===== src/rtl/keypad_scanner_if.sv =====
// Keypad pin and key-event bundle between the scanner and its neighbours.
// master: the scanner (drives columns, reports keys); slave: pins/consumer side.
interface keypad_scanner_if;
  logic [4:7] rows;
  logic [0:3] cols;
  logic [0:7] key_coord;
  logic       key_valid;
  logic       key_held;

  modport master (
    input  rows,
    output cols, key_coord, key_valid, key_held
  );

  modport slave (
    output rows,
    input  cols, key_coord, key_valid, key_held
  );
endinterface


===== src/rtl/keypad_scanner.sv =====
// 4x4 keypad scanner: one-hot column drive, synchronised row returns,
// single-key debounce with press pulse and held flag.
//
// state    | meaning
// ---------+-----------------------------------------------------------
// SCAN     | rotating columns, looking for exactly one active row
// DEBOUNCE | columns frozen, counting agreeing samples of the capture
// HELD     | key accepted, waiting for rows to go quiet
// RELEASE  | rows quiet, counting quiet samples before letting go
module keypad_scanner #(
  parameter int CLK_FREQ       = 12_000_000,
  parameter int SCAN_HZ        = 1_000,
  parameter int DEBOUNCE_SCANS = 20
) (
  input logic               clk,
  input logic               rst,
  keypad_scanner_if.master  kp
);

  localparam int TICK_DIV = CLK_FREQ / SCAN_HZ;
  localparam int DIV_W    = $clog2(TICK_DIV);
  localparam int CNT_W    = $clog2(DEBOUNCE_SCANS + 1);
  localparam logic [DIV_W-1:0] DIV_LAST = DIV_W'(TICK_DIV - 1);
  localparam logic [CNT_W-1:0] CNT_DONE = CNT_W'(DEBOUNCE_SCANS);
  localparam logic [CNT_W-1:0] CNT_ONE  = CNT_W'(1);

  localparam logic [1:0] SCAN     = 2'd0;
  localparam logic [1:0] DEBOUNCE = 2'd1;
  localparam logic [1:0] HELD     = 2'd2;
  localparam logic [1:0] RELEASE  = 2'd3;

  logic [4:7]       rows_m_q, rows_s_q;
  logic [DIV_W-1:0] div_q;
  logic [1:0]       state_q, state_d;
  logic [CNT_W-1:0] cnt_q, cnt_d, cnt_inc;
  logic [0:3]       cols_q, cols_d, cols_rot;
  logic [4:7]       cap_row_q, cap_row_d;
  logic [0:7]       coord_q, coord_d;
  logic             valid_q, valid_d;
  logic             held_q, held_d;
  logic             tick, rows_valid, rows_zero;

  assign tick       = (div_q == DIV_LAST);
  assign rows_zero  = (rows_s_q == 4'b0000);
  assign rows_valid = !rows_zero && ((rows_s_q & (rows_s_q - 4'd1)) == 4'b0000);
  assign cols_rot   = {cols_q[3], cols_q[0:2]};
  assign cnt_inc    = cnt_q + CNT_ONE;

  // Two-flop synchroniser for the asynchronous row returns.
  always_ff @(posedge clk or negedge rst) begin
    if (!rst) begin
      rows_m_q <= '0;
      rows_s_q <= '0;
    end else begin
      rows_m_q <= kp.rows;
      rows_s_q <= rows_m_q;
    end
  end

  // Free-running scan tick divider.
  always_ff @(posedge clk or negedge rst) begin
    if (!rst)          div_q <= '0;
    else if (tick)     div_q <= '0;
    else               div_q <= div_q + DIV_W'(1);
  end

  // Next-state logic; every decision waits for a tick. The column stays
  // frozen while debouncing, so the live column is the captured column.
  always_comb begin
    state_d   = state_q;
    cnt_d     = cnt_q;
    cols_d    = cols_q;
    cap_row_d = cap_row_q;
    coord_d   = coord_q;
    valid_d   = 1'b0;
    held_d    = held_q;
    if (tick) begin
      case (state_q)
        SCAN: begin
          if (rows_valid) begin
            cap_row_d = rows_s_q;
            cnt_d     = CNT_ONE;
            state_d   = DEBOUNCE;
          end else begin
            cols_d = cols_rot;
          end
        end
        DEBOUNCE: begin
          if (rows_s_q == cap_row_q) begin
            cnt_d = cnt_inc;
            if (cnt_inc == CNT_DONE) begin
              state_d = HELD;
              cnt_d   = '0;
              coord_d = {cols_q, cap_row_q};
              valid_d = 1'b1;
              held_d  = 1'b1;
            end
          end else begin
            state_d = SCAN;
            cnt_d   = '0;
            cols_d  = cols_rot;
          end
        end
        HELD: begin
          if (rows_zero) begin
            state_d = RELEASE;
            cnt_d   = CNT_ONE;
          end
        end
        RELEASE: begin
          if (rows_zero) begin
            cnt_d = cnt_inc;
            if (cnt_inc == CNT_DONE) begin
              state_d = SCAN;
              cnt_d   = '0;
              held_d  = 1'b0;
              cols_d  = cols_rot;
            end
          end else begin
            state_d = HELD;
            cnt_d   = '0;
          end
        end
        default: begin
          state_d = SCAN;
          cnt_d   = '0;
        end
      endcase
    end
  end

  // FSM, counter and output registers.
  always_ff @(posedge clk or negedge rst) begin
    if (!rst) begin
      state_q   <= SCAN;
      cnt_q     <= '0;
      cols_q    <= 4'b1000;
      cap_row_q <= '0;
      coord_q   <= '0;
      valid_q   <= 1'b0;
      held_q    <= 1'b0;
    end else begin
      state_q   <= state_d;
      cnt_q     <= cnt_d;
      cols_q    <= cols_d;
      cap_row_q <= cap_row_d;
      coord_q   <= coord_d;
      valid_q   <= valid_d;
      held_q    <= held_d;
    end
  end

  assign kp.cols      = cols_q;
  assign kp.key_coord = coord_q;
  assign kp.key_valid = valid_q;
  assign kp.key_held  = held_q;

endmodule


===== src/flat_wrapper.sv =====
// flat-port wrapper written by rule: the top's interface ports become plain ports
module keypad_scanner_flat 
#(
  parameter int CLK_FREQ       = 12_000_000,
  parameter int SCAN_HZ        = 1_000,
  parameter int DEBOUNCE_SCANS = 20
)
  (clk, rst, kp_rows, kp_cols, kp_key_coord, kp_key_valid, kp_key_held);
  keypad_scanner_if kp_i ();
  input logic clk;
  input logic rst;
  input wire logic [$bits(kp_i.rows)-1:0] kp_rows;
  output wire logic [$bits(kp_i.cols)-1:0] kp_cols;
  output wire logic [$bits(kp_i.key_coord)-1:0] kp_key_coord;
  output wire logic [$bits(kp_i.key_valid)-1:0] kp_key_valid;
  output wire logic [$bits(kp_i.key_held)-1:0] kp_key_held;
  assign kp_i.rows = kp_rows;
  assign kp_cols = kp_i.cols;
  assign kp_key_coord = kp_i.key_coord;
  assign kp_key_valid = kp_i.key_valid;
  assign kp_key_held = kp_i.key_held;
  keypad_scanner #(.CLK_FREQ(CLK_FREQ), .SCAN_HZ(SCAN_HZ), .DEBOUNCE_SCANS(DEBOUNCE_SCANS)) u_core (.clk(clk), .rst(rst), .kp(kp_i));
endmodule

===== config.mk =====
export PLATFORM = sky130hd
export DESIGN_NAME = keypad_scanner_flat
export DESIGN_NICKNAME = d
export VERILOG_FILES = /design/src/rtl/keypad_scanner_if.sv /design/src/rtl/keypad_scanner.sv /design/src/flat_wrapper.sv
export SDC_FILE = /design/constraint.sdc
export NUM_CORES = 1
export LEC_CHECK = 0
export CAP_MARGIN = 20
export CORE_AREA = 4 4 81 83
export CTS_BUF_LIST = sky130_fd_sc_hd__clkbuf_4 sky130_fd_sc_hd__clkbuf_8
export DETAILED_ROUTE_END_ITERATION = 10
export DIE_AREA = 0 0 85 87
export PLACE_DENSITY = 0.62
export SETUP_SLACK_MARGIN = 0.2
export SLEW_MARGIN = 20
export SYNTH_ARGS = -nofsm -noshare
export SYNTH_HDL_FRONTEND = slang
export SYNTH_SLANG_ARGS = --single-unit

===== constraint.sdc =====
create_clock -name clk -period 2.5 [get_ports clk]
set_clock_uncertainty 0.15 [all_clocks]
set_input_delay 0.625 -clock clk [delete_from_list [all_inputs] [get_ports clk]]
set_output_delay 0.625 -clock clk [all_outputs]
set_load 0.01 [all_outputs]

==> reports/results.ini, run 1 <==
[timing]
timing_worst_slew_pin_value_ps=538.1
max_clock_freq_mhz=429.8
slew_headroom_pct=63.80
setup_total_negative_slack_ps=0
report.final.slew_viol_count=0
hold_viol=0
finalWorstPathRequiredPeriod_ps=2327
setup-violations-final=0
holdWs_ps=148.7
rsz0062_at_grt=yes
min_period_over_period_pct=93.07

[synth]
synth_area_um2=2116
synth.net_count=183
yosysUniqueCellTypes=43
post-synth-top-area-fraction_pct=54.41
synthFlopType=sky130_fd_sc_hd__dfrtp_1
synthArstFlopShare_pct=100.0
synth.yosys.seq_area_share_pct=55.65
synthesis.yosys.warnings=0
synth.largest_area_cell=sky130_fd_sc_hd__dfrtp_1
syn_avg_cell_area_um2=12.09
synth_common_cells=46 x sky130_fd_sc_hd__dfrtp_1, 16 x sky130_fd_sc_hd__mux2_1, 11 x sky130_fd_sc_hd__nor2_1
synthTopCellsByArea=sky130_fd_sc_hd__dfrtp_1 54%, sky130_fd_sc_hd__mux2_1 8.5%, sky130_fd_sc_hd__xor2_1 3.7%, sky130_fd_sc_hd__xnor2_1 2.9%, sky130_fd_sc_hd__nand3_1 2.4%
postSynthCellCount=175
synth_edf_count=0
synthMostInstantiatedCell=sky130_fd_sc_hd__dfrtp_1
synth.ff_latch_count=47

[route]
wl_per_cell_um=13.32
detail_route.vias_per_cell=5.025
firstDrtPassIters=4
initial_detailed_routing_violation_count=66
detail_route.drc_violations=0
dr_vias=1432
number_of_antenna_violating_nets_in_the_routed_design=0
detailed_route_wire_length_mm=3.795

[global_routing]
overflow=0
grt_usage_pct=11.77
antenna_found_initial=0
grt_max_degree=48
grt_pass1_wl_mm=7.100
number_of_global_route_vias_before_repair=1480

[worst_setup_path]
cpPeakStageDelay_ps=540
endpoint_kind=flip-flop
timing.critical_path.fanout_max=4
worst_ep_arrival_time_ps=2350
r2r.worst_path.cells=4
criticalPathCategory=reg -> reg
worstSetupStartpointType=flip-flop
worst_ep_required_time_ps=2530
worst_path_cell_trace=or4b_4 > or4_4 > a221oi_4 > mux2_1
r2r_setup_slack_ps=170
worstReg2RegStart=u_core.div_q[5]
worst_r2r_endpoint=u_core.kp.cols[1]
cp_slowest_cell=sky130_fd_sc_hd__or4b_4

[power]
sw_frac_of_total_pct=19.53
total_leakage_power_nw=1.170
power_report.internal_total_w=0.001103
pwr_dens_nw_per_um2=522.5
ir_worst_vdd_mv=0.4092
net-switching-power_w=0.0002678
seqPwrFrac_pct=56.3
clock_power_share_pct=40.6
power.combinational.fraction_pct=3.1

[finish]
layout_nets=217
fillerInstances=529
ff_latch_area_um2=1177
area_growth_pct=24.01
area_of_the_multi_input_gates_um2=935.9
diodes=0
post_route_cells_drive_above_1_share_pct=19.52

[place]
port_buffers=19
gpl.final_weighted_congestion=0.7988
hpwl_mm=2.678

[floorplanning]
floorplan.die.height_um=87
initial_core_util_pct=36.16
floorplan.core_area_um2=5851
die-width_um=85
floorplan.rows=28
pin_count=20
dieArea_um2=7395

[job]
drv_cap=0

[cts]
cts_max_path_buffers=2
worst_setup_hold_path_clk_slew_ps=80
numCtsBuffers=5
clock_tree.root_cell=sky130_fd_sc_hd__clkbuf_8
cts-htree-levels=2
clkLatencyLatePin_ps=290
cts_num_sinks=47
tritoncts_clock_tree=yes

[min_path]
hp-class=in -> async

[status]
outcome=finished, final reports clean

placed cells by master (no fill, tap or decap), drive strengths merged, types with 3 or more instances in the layout:
master and instances:
o21ai 5, xor2 9, nor4 6, dfrtp 46
clkdlybuf4s50 18, inv 4, nor3b 3, mux2 18
a21oi 4, nand2 8, nor3 5, xnor2 7
a22oi 3, nor2 11, buf 13, clkbuf 7
nand3 10
area by class of cell:
cell class	instances	area share, %
Clock buffer	7	3.195
Multi-Input combinational cell	120	35.67
Tap cell	75	3.577
Timing Repair Buffer	31	10.97
Inverter	4	0.5722
Clock inverter	1	1.144
Sequential cell	47	44.87
power by group through the flow:
stage,combinational (W),clock [W],sequential (W)
finish,0.0000419,0.000557,0.000772
global route,0.0000490,0.000618,0.000773
detailed placement,0.0000407,0,0.000787
global placement,0.0000404,0,0.000787
CTS,0.0000416,0.000578,0.000772
floorplan,0.0000123,0,0.000786
registers in the layout, summed over array words and instances (netlist names):
name and flops:
u_core.cnt_q 5, u_core.kp.key_held 1, u_core.rows_m_q 4, u_core.state_q 2, u_core.cap_row_q 4, u_core.kp.key_coord 8, u_core.div_q 14, u_core.kp.key_valid 1
u_core.kp.cols 4, u_core.rows_s_q 4
what timing repair did:
action,4_1_cts,5_1_grt
endpoints found under the hold margin,0,0
buffers inserted,3,3
endpoints found under the setup margin,14,20
cloned,0,0
gates resized for setup,1,7
hold buffers,0,0
pin swaps,1,0
routing by layer:
metal / vias up / part of all wire (%) / GRT usage (%)
met1: 709 / 49 / 16.74
met5: - / 0 / 0
li1: 701 / - / -
met2: 20 / 47 / 17.87
met3: 2 / 3.6 / 2.838
met4: 0 / 0.84 / 3.453
cells by family after synthesis:
kind of cell | synth area share, %
AND/OR/NAND/NOR | 17.15
flip-flops | 55.65
AO/OA/AOI/OAI | 8.339
multiplexers | 9.580
XOR/XNOR | 6.624
buffers and inverters | 1.478
adder cells (fa/ha/maj) | 1.183
per-stage QoR:
| stage | area, µm² | instances | util [%] | setup slack, ps | total power (W) |
|---|---|---|---|---|---|
| 3_5_place_dp | 2436 | 271 | 41.64 | 109.0 | 0.0008278 |
| 6_report | 2624 | 285 | 44.85 | 173.3 | 0.001371 |
| 3_3_place_gp | 2436 | 271 | 41.64 | 171.7 | 0.0008270 |
| 4_1_cts | 2577 | 282 | 44.05 | 166.1 | 0.001392 |
| 2_1_floorplan | 2116 | 175 | - | 220.4 | 0.0007980 |
| 5_1_grt | 2624 | 285 | 44.85 | 67.64 | 0.001441 |
critical path: cells and delay by family, from the launching register on:
family	cells	cell delay, ps
DFF	1	410
AOI/OAI and AO/OA	1	300
muxes	1	360
and+or+nand+nor	2	1000
how the worst max path moves through the flow:
stage                          from           endpoint  cells past startpoint
CTS                 u_core.div_q[5]  u_core.kp.cols[3]                      4
detailed placement  u_core.div_q[0]  u_core.kp.cols[3]                      5
global route        u_core.div_q[0]  u_core.kp.cols[1]                      5
global placement    u_core.div_q[8]  u_core.kp.cols[1]                      4
floorplan           u_core.div_q[8]  u_core.kp.cols[1]                      4
finish              u_core.div_q[5]  u_core.kp.cols[1]                      4
No activity file was read; power rests on OpenSTA's default activity.
==> run 2: changes to the inputs <==
--- a/config.mk
+++ b/config.mk
@@ -5,7 +5,6 @@
 export SDC_FILE = /design/constraint.sdc
 export NUM_CORES = 1
 export LEC_CHECK = 0
-export CAP_MARGIN = 20
 export CORE_AREA = 4 4 81 83
 export CTS_BUF_LIST = sky130_fd_sc_hd__clkbuf_4 sky130_fd_sc_hd__clkbuf_8
 export DETAILED_ROUTE_END_ITERATION = 10
@@ -16,3 +15,4 @@
 export SYNTH_ARGS = -nofsm -noshare
 export SYNTH_HDL_FRONTEND = slang
 export SYNTH_SLANG_ARGS = --single-unit
+export TNS_END_PERCENT = 50
==> run 2 against run 1 <==
Against the previous run: register-to-register slack hardly changed; core utilization down 0.086 points; largest power group unchanged; worst setup slack got worse by 3.9 ps; clock power about the same; sequential cell count stayed put; worst hold slack better by 1.2 ps; non-clock buffer count unchanged; sequential power is essentially flat.
==> reports/results.ini, run 2 (synthesis gave the netlist of run 1 again) <==
[power]
clock_power_share_pct=40.7  ; was 40.6%
power.combinational.fraction_pct=3.0  ; was 3.1%
power_report.internal_total_w=0.001103  ; about the same
ir_worst_vdd_mv=0.4159  ; was 0.4092 mV
net-switching-power_w=0.0002694  ; was 0.0002678 W
pwr_dens_nw_per_um2=524.2  ; was 522.5 nW/µm²
seqPwrFrac_pct=56.2  ; was 56.3%
sw_frac_of_total_pct=19.63  ; was 19.53%
total_leakage_power_nw=1.169  ; was 1.170 nW

[timing]
finalWorstPathRequiredPeriod_ps=2331  ; was 2327 ps
report.final.slew_viol_count=0  ; unchanged
rsz0062_at_grt=yes  ; unchanged
setup_slack_ps=169.4  ; was 173.3 ps
timing_worst_slew_pin_value_ps=537.3  ; was 538.1 ps
min_period_over_period_pct=93.22  ; was 93.07%
hold_viol=0  ; unchanged
max_clock_freq_mhz=429.1  ; was 429.8 MHz
setup-violations-final=0  ; unchanged
slew_headroom_pct=63.85  ; was 63.80%
setup_total_negative_slack_ps=0  ; unchanged
holdWs_ps=149.9  ; was 148.7 ps

[finish]
diodes=0  ; unchanged
layout_nets=217  ; unchanged
largest_register_ffs=14  ; unchanged
final_core_occ_pct=44.76  ; was 44.85%
top_register=u_core.div_q  ; unchanged
area_growth_pct=23.77  ; was 24.01%
fillerInstances=530  ; was 529
stdcell_count=285  ; unchanged
final_common_cell=sky130_fd_sc_hd__dfrtp_1  ; unchanged
post_route_cells_drive_above_1_share_pct=19.05  ; was 19.52%
layout_common_cells=46 x sky130_fd_sc_hd__dfrtp_1, 18 x sky130_fd_sc_hd__clkdlybuf4s50_1, 15 x sky130_fd_sc_hd__mux2_1  ; unchanged

[floorplanning]
pin_count=20  ; unchanged
floorplan.core_area_um2=5851  ; unchanged
floorplan.rows=28  ; unchanged
die-width_um=85  ; unchanged
initial_core_util_pct=36.16  ; unchanged
dieArea_um2=7395  ; unchanged
floorplan.die.height_um=87  ; unchanged

[worst_setup_path]
r2r.worst_path.cells=4  ; unchanged
endpoint_kind=flip-flop  ; unchanged
worst_r2r_endpoint=u_core.kp.cols[1]  ; unchanged
critical_path.endpoint=u_core.kp.cols[1]  ; unchanged
worst_ep_required_time_ps=2530  ; about the same
worstSetupStartpointType=flip-flop  ; unchanged
worst_ep_arrival_time_ps=2360  ; was 2350 ps
worstReg2RegStart=u_core.div_q[5]  ; unchanged
r2r_setup_slack_ps=170  ; about the same
timing.critical_path.fanout_max=4  ; unchanged
criticalPathCategory=reg -> reg  ; unchanged
crit_path_start=u_core.div_q[5]  ; unchanged

[place]
dpl.cell_count=271  ; unchanged
place_worst_setup_slack_ps=109.0  ; unchanged
hpwl_mm=2.678  ; unchanged
gpl.final_weighted_congestion=0.7988  ; unchanged
port_buffers=19  ; unchanged

[status]
outcome=finished, final reports clean  ; unchanged

[min_path]
hp-class=in -> async  ; unchanged

[global_routing]
overflow=0  ; unchanged
grt_pass1_wl_mm=7.024  ; was 7.100 mm
grt_usage_pct=11.67  ; was 11.77%
number_of_global_route_vias_before_repair=1462  ; was 1480
grt_max_degree=48  ; unchanged
antenna_found_initial=0  ; unchanged

[cts]
cts-htree-levels=2  ; unchanged
clkLatencyLatePin_ps=290  ; about the same
cts_num_sinks=47  ; unchanged
clock_tree.root_cell=sky130_fd_sc_hd__clkbuf_8  ; unchanged
numCtsBuffers=5  ; unchanged
worst_setup_hold_path_clk_slew_ps=80  ; about the same
tritoncts_clock_tree=yes  ; unchanged
cts_hold_buf=0  ; unchanged
cts_max_path_buffers=2  ; unchanged

[route]
detailed_route_wire_length_mm=3.797  ; was 3.795 mm
dr_vias=1436  ; was 1432
wl_per_cell_um=13.32  ; about the same
detail_route.drc_violations=0  ; unchanged
number_of_antenna_violating_nets_in_the_routed_design=0  ; unchanged
firstDrtPassIters=4  ; unchanged
detail_route.vias_per_cell=5.039  ; was 5.025
initial_detailed_routing_violation_count=60  ; was 66

[job]
drv_cap=0  ; unchanged

==> run 2: how the worst min path moves through the flow <==
stage	start	to	depth (start not counted)
3_3_place_gp	u_core.rows_m_q[7]	u_core.rows_s_q[7]	0
4_1_cts	rst	u_core.rows_m_q[5]	2
5_1_grt	rst	u_core.rows_s_q[5]	2
6_report	rst	u_core.rows_m_q[5]	2
3_5_place_dp	u_core.rows_m_q[7]	u_core.rows_s_q[7]	0
2_1_floorplan	rst	u_core.cap_row_q[4]	0
==> run 2: cell type report <==
| class | count | area, µm² | area share, % |
|---|---|---|---|
| well taps | 75 | 93.84 | 3.583 |
| flip-flops and latches | 47 | 1177 | 44.96 |
| repair buffers | 31 | 287.8 | 10.99 |
| clock inverters | 1 | 30.03 | 1.147 |
| clock buffers | 7 | 83.83 | 3.201 |
| inverters | 4 | 15.01 | 0.5733 |
| multi-input cells | 120 | 930.9 | 35.55 |
==> run 2: critical path: stages, from the launching register on <==
cell and delay (ps):
sky130_fd_sc_hd__dfrtp_1 410, sky130_fd_sc_hd__or4b_4 540, sky130_fd_sc_hd__or4_4 460, sky130_fd_sc_hd__a221oi_4 300
sky130_fd_sc_hd__mux2_1 360
==> run 2: layer usage <==
layer / global-route usage [%] / share of wire (%) / vias to the layer above / wire length [µm]
met1: 16.62 / 49 / 715 / 1864
li1: - / - / 701 / -
met3: 2.838 / 3.1 / 2 / 116
met5: 0 / 0 / - / 0
met4: 3.453 / 0.84 / 0 / 32
met2: 17.66 / 47 / 18 / 1784
==> run 2: repair_timing <==
| item | 4_1_cts | 5_1_grt |
|---|---|---|
| pin swaps | 1 | 0 |
| resized for setup | 0 | 7 |
| endpoints found under the setup margin | 14 | 21 |
| setup buffers | 3 | 3 |
==> run 2: power groups by stage <==
stage | logic [W] | clock network [W] | registers, W
detailed placement | 0.0000407 | 0 | 0.000787
floorplan | 0.0000123 | 0 | 0.000786
CTS | 0.0000409 | 0.000578 | 0.000772
finish | 0.0000416 | 0.000559 | 0.000772
global placement | 0.0000404 | 0 | 0.000787
global route | 0.0000486 | 0.000618 | 0.000773
==> run 2: per-stage QoR <==
step                 power, W  area (µm²)
floorplan           0.0007980        2116
finish               0.001373        2619
global route         0.001440        2619
detailed placement  0.0008278        2436
CTS                  0.001391        2572
global placement    0.0008270        2436
